===== src/rtl/serial_byte_feeder.sv =====
// Parallel-to-serial feeder: buffers bytes in a small FIFO and shifts each one out
// MSB-first with shift_enable, pulsing byte_done when the downstream register holds it.
module serial_byte_feeder #(
  parameter int DATA_WIDTH = 8,
  parameter int FIFO_DEPTH = 4,
  parameter int GAP_CYCLES = 0
) (
  input  logic                              clk,
  input  logic                              reset,
  input  logic [DATA_WIDTH-1:0]             in_data,
  input  logic                              in_valid,
  output logic                              in_ready,
  output logic                              data,
  output logic                              shift_enable,
  output logic                              byte_done,
  output logic                              busy,
  output logic [$clog2(FIFO_DEPTH+1)-1:0]   fifo_count
);

  localparam int CNT_W = $clog2(FIFO_DEPTH + 1);
  localparam int PTR_W = $clog2(FIFO_DEPTH);
  localparam int BIT_W = (DATA_WIDTH > 1) ? $clog2(DATA_WIDTH) : 1;
  localparam int GAP_W = (GAP_CYCLES > 1) ? $clog2(GAP_CYCLES) : 1;
  localparam logic [CNT_W-1:0] DEPTH    = CNT_W'(FIFO_DEPTH);
  localparam logic [BIT_W-1:0] LAST_BIT = BIT_W'(DATA_WIDTH - 1);
  localparam logic [GAP_W-1:0] LAST_GAP = GAP_W'((GAP_CYCLES > 0) ? GAP_CYCLES - 1 : 0);

  typedef enum logic [1:0] {IDLE, SHIFT, GAP} state_t;

  logic [DATA_WIDTH-1:0] mem_q [FIFO_DEPTH];
  logic [PTR_W-1:0]      wr_ptr_q, wr_ptr_d;
  logic [PTR_W-1:0]      rd_ptr_q, rd_ptr_d;
  logic [CNT_W-1:0]      count_q, count_d;
  state_t                state_q, state_d;
  logic [DATA_WIDTH-1:0] sbuf_q, sbuf_d;
  logic [BIT_W-1:0]      bit_cnt_q, bit_cnt_d;
  logic [GAP_W-1:0]      gap_cnt_q, gap_cnt_d;
  logic                  data_q, data_d;
  logic                  se_q, se_d;
  logic                  done_q, done_d;
  logic                  busy_q, busy_d;
  logic                  push, pop;
  logic [DATA_WIDTH-1:0] head, shifted;

  // in_ready looks only at the registered count, never at a same-cycle pop
  assign in_ready     = reset && (count_q < DEPTH);
  assign push         = in_valid && in_ready;
  assign head         = mem_q[rd_ptr_q];
  assign shifted      = sbuf_q << 1;

  assign data         = data_q;
  assign shift_enable = se_q;
  assign byte_done    = done_q;
  assign busy         = busy_q;
  assign fifo_count   = count_q;

  always_comb begin
    pop       = 1'b0;
    state_d   = state_q;
    sbuf_d    = sbuf_q;
    bit_cnt_d = bit_cnt_q;
    gap_cnt_d = gap_cnt_q;
    data_d    = 1'b0;
    se_d      = 1'b0;
    done_d    = 1'b0;

    case (state_q)
      IDLE: begin
        if (count_q != '0) begin
          pop       = 1'b1;
          sbuf_d    = head;
          bit_cnt_d = '0;
          state_d   = SHIFT;
          se_d      = 1'b1;
          data_d    = head[DATA_WIDTH-1];
        end
      end
      SHIFT: begin
        sbuf_d    = shifted;
        bit_cnt_d = bit_cnt_q + BIT_W'(1);
        se_d      = 1'b1;
        data_d    = shifted[DATA_WIDTH-1];
        if (bit_cnt_q == LAST_BIT) begin
          done_d = 1'b1;
          if (GAP_CYCLES > 0) begin
            state_d   = GAP;
            gap_cnt_d = '0;
            se_d      = 1'b0;
            data_d    = 1'b0;
          end else if (count_q != '0) begin
            // back-to-back: next byte's MSB lines up with byte_done
            pop       = 1'b1;
            sbuf_d    = head;
            bit_cnt_d = '0;
            data_d    = head[DATA_WIDTH-1];
          end else begin
            state_d = IDLE;
            se_d    = 1'b0;
            data_d  = 1'b0;
          end
        end
      end
      GAP: begin
        if (gap_cnt_q == LAST_GAP) state_d = IDLE;
        else gap_cnt_d = gap_cnt_q + GAP_W'(1);
      end
      default: state_d = IDLE;
    endcase

    wr_ptr_d = push ? wr_ptr_q + PTR_W'(1) : wr_ptr_q;
    rd_ptr_d = pop  ? rd_ptr_q + PTR_W'(1) : rd_ptr_q;
    count_d  = count_q + CNT_W'(push) - CNT_W'(pop);
    busy_d   = (state_d != IDLE) || (count_d != '0);
  end

  always_ff @(posedge clk or negedge reset) begin
    if (!reset) begin
      state_q   <= IDLE;
      wr_ptr_q  <= '0;
      rd_ptr_q  <= '0;
      count_q   <= '0;
      bit_cnt_q <= '0;
      gap_cnt_q <= '0;
      data_q    <= 1'b0;
      se_q      <= 1'b0;
      done_q    <= 1'b0;
      busy_q    <= 1'b0;
    end else begin
      state_q   <= state_d;
      wr_ptr_q  <= wr_ptr_d;
      rd_ptr_q  <= rd_ptr_d;
      count_q   <= count_d;
      bit_cnt_q <= bit_cnt_d;
      gap_cnt_q <= gap_cnt_d;
      data_q    <= data_d;
      se_q      <= se_d;
      done_q    <= done_d;
      busy_q    <= busy_d;
    end
  end

  // Byte storage carries no reset; validity is tracked by the pointers and state
  always_ff @(posedge clk) begin
    if (push) mem_q[wr_ptr_q] <= in_data;
    sbuf_q <= sbuf_d;
  end

endmodule

===== config.mk =====
export PLATFORM = sky130hd
export DESIGN_NAME = serial_byte_feeder
export DESIGN_NICKNAME = d
export VERILOG_FILES = /design/src/rtl/serial_byte_feeder.sv
export SDC_FILE = /design/constraint.sdc
export NUM_CORES = 1
export LEC_CHECK = 0
export ABC_AREA = 1
export CORE_UTILIZATION = 50
export DETAILED_ROUTE_END_ITERATION = 16
export GPL_ROUTABILITY_DRIVEN = 0
export PLACE_DENSITY_LB_ADDON = 0.12
export SETUP_SLACK_MARGIN = 0.15
export SYNTH_ARGS = -nofsm -noshare
export SYNTH_HDL_FRONTEND = slang
export SYNTH_SLANG_ARGS = --single-unit

===== constraint.sdc =====
create_clock -name clk -period 3 [get_ports clk]
set_input_delay 0.45 -clock clk [delete_from_list [all_inputs] [get_ports clk]]
set_output_delay 0.45 -clock clk [all_outputs]
set_load 0.03 [all_outputs]

==> results.yml <==
clock_tree:
  cts_tree: "built"
  cts_buffer_depth: 2
  cts_root_buffer: "clkbuf_8"
  cts_max_level: 2
  post-cts-setup-buffers: 0
  clkSinkCount: 55
  cts_hold_buf: 0
  cts-resized-gates: 0
  cts_buffers: 5
  path_clk_slew_ns: 0.10
  insertion_delay_ns: 0.30
setup_path:
  critPathKind: "flip-flop to flip-flop"
  start_kind: "flip-flop"
  end_kind: "flip-flop"
  required_ns: 3.19
  r2r_setup_slack_ns: 0.30
  rr_worst_depth: 13
  reg2reg_to: "busy$_DFF_PN0_"
  worstPathMaxFanout: 5
  arrival_ns: 2.90
  r2r_start: "bit_cnt_q[0]$_DFFE_PN0P_"
placement:
  placed_cells: 319
  place_ws_ns: 0.2744
  hpwl_microns: 2564
  placed_area_sq_mm: 0.002736
  portBuffers: 18
outcome:
  status: "finished, final reports clean"
layout:
  seqCellArea_sq_mm: 0.001572
  fill_cells: 437
  areaGrowthSynthToFinish_pct: 14.00
  multiInputGateArea_sq_um: 681.9
  design_area_sq_mm: 0.002823
  utilization: 0.5937
  nets: 279
  final_cells: 327
  diodes: 0
  drive_above_1_share: 0.1192
global_route:
  grt_pass1_wl_microns: 6265
  grt_max_degree: 19
  grt_overflow: 0
  track_usage: 0.1656
  antenna_found_initial: 0
  grt_pass1_vias: 1368
routing:
  vias: 1447
  drt-initial-drc-count: 63
  drc: 0
  routed_via_density: 4.425
  drt-pass1-iter-count: 4
  wire_per_inst_microns: 11.35
  wl_microns: 3713
  antenna_left: 0
synthesis:
  ys_ff_latch: 55
  synth.area.top_cells: "edfxtp_1, dfrtp_1, nand2_1"
  synth_commonest_cells: "nand2_1, inv_1, edfxtp_1, nor2_1, dfrtp_1"
  async_reset_ff_frac: 0.2909
  synth.distinct_cells: 26
  yosys.area.top_type: "edfxtp_1"
  synth_seq_area_share: 0.6347
  syn-num-nets: 252
  syn-cell-area_sq_mm: 0.002476
  yosys.cell_count.top_type: "nand2_1"
  ys.flop_type: "edfxtp_1"
  yosysTopAreaCellShare: 0.4730
  synth.avg_cell_area_sq_um: 10.67
  yosysWarnings: 0
  syn_inst: 232
  synth_edf_count: 39
sta:
  setup_ws_ns: 0.2956
  skew_ns: 0.007065
  slew_headroom: 0.5259
  fin_crit_sh: 0.9015
  rsz0062_at_grt: "false"
  finalCriticalPeriod_ns: 2.704
  hold_viol: 0
  maxSlewViolCount: 0
  tns_ns: 0
  worst_pin_slew_ns: 0.7112
  hold_ws_ns: 0.4892
  fmax_mhz: 369.8
  setup_viol: 0
floorplanning:
  core_sq_mm: 0.004755
  ios: 19
  chipWidth_microns: 72.37
  fp-row-count: 25
  die_y_microns: 72.37
  dieArea_sq_mm: 0.005237
  start_util: 0.5208
power_and_ir_drop:
  total_power_mw: 2.351
  leakage_nw: 1.274
  power_density_mw_per_mm2: 832.9
  ir_worst_vdd_mv: 0.3624
worst_hold_path:
  hp-class: "input port to asynchronous set/reset pin"
run:
  maxCapViolations: 0
==> cells in the final DEF, fill, tap and decap left out, types with 2 or more instances in the layout <==
cell / instances
inv_1: 40
o21ai_1: 5
edfxtp_1: 39
nor2_1: 30
nand2_1: 47
clkbuf_8: 5
xor2_1: 3
dfrtp_1: 16
ha_1: 8
nand3_1: 15
buf_4: 6
nand2_2: 7
xnor2_1: 2
clkdlybuf4s50_1: 18
inv_2: 4
==> logic make-up (layout without fill, tap and decap cells) <==
family,count (synthesis),in the layout,synth area share
AND/OR/NAND/NOR,104,104,0.1829
flip-flops,55,55,0.6347
buffers and inverters,49,77,0.08994
adder cells (fa/ha/maj),9,9,0.04851
AO/OA/AOI/OAI,8,8,0.02071
XOR/XNOR,5,5,0.01769
other,1,1,0.001514
multiplexers,1,1,0.004043
==> registers in the layout, summed over array words and instances (netlist names) <==
name	cells
mem_q	32
sbuf_q	7
bit_cnt_q	3
fifo_count	3
rd_ptr_q	2
state_q	2
wr_ptr_q	2
busy	1
byte_done	1
data	1
shift_enable	1
==> report_power, final <==
part	total, mW	switching [mW]	internal, mW
sequential	1.15	0.149	1.00
clock	0.392	0.226	0.165
combinational	0.808	0.481	0.327
total	2.35	0.856	1.50
==> critical path: stages (launching register included) <==
cell and delay (ns):
dfrtp_1 0.41, ha_1 0.20, ha_1 0.27, inv_2 0.10, nand2_1 0.06, nand3_2 0.12
inv_1 0.06, ha_1 0.26, inv_1 0.04, ha_1 0.18, fa_1 0.44, or2_2 0.30
nor2_1 0.10, nand2_1 0.06
==> per-layer routing <==
metal  vias up  global-route usage  share of wire
met5         -                   0              0
met4         0             0.05229          0.011
met3         5             0.04583          0.026
met2        19              0.2845           0.48
met1       647              0.2030           0.48
li1        776                   -              -
==> area by class of cell <==
type	instances	area share
clock buffer	6	0.02571
clock inverter	2	0.004876
inverter	45	0.06161
multi-input combinational	128	0.2416
sequential	55	0.5567
tap	67	0.02970
timing repair buffer	24	0.07979
==> worst max-delay path by stage <==
| stage | from | endpoint | slack [ns] | cells past startpoint |
|---|---|---|---|---|
| 6_report | bit_cnt_q[0]$_DFFE_PN0P_ | busy$_DFF_PN0_ | 0.30 | 13 |
| 5_1_grt | bit_cnt_q[0]$_DFFE_PN0P_ | busy$_DFF_PN0_ | 0.16 | 13 |
| 4_1_cts | bit_cnt_q[0]$_DFFE_PN0P_ | busy$_DFF_PN0_ | 0.29 | 13 |
| 3_5_place_dp | reset | busy$_DFF_PN0_ | 0.27 | 11 |
| 3_3_place_gp | reset | busy$_DFF_PN0_ | 0.34 | 11 |
| 2_1_floorplan | fifo_count[2]$_DFF_PN0_ | busy$_DFF_PN0_ | 0.22 | 9 |
Note: power is estimated with default switching activity, not from simulation.
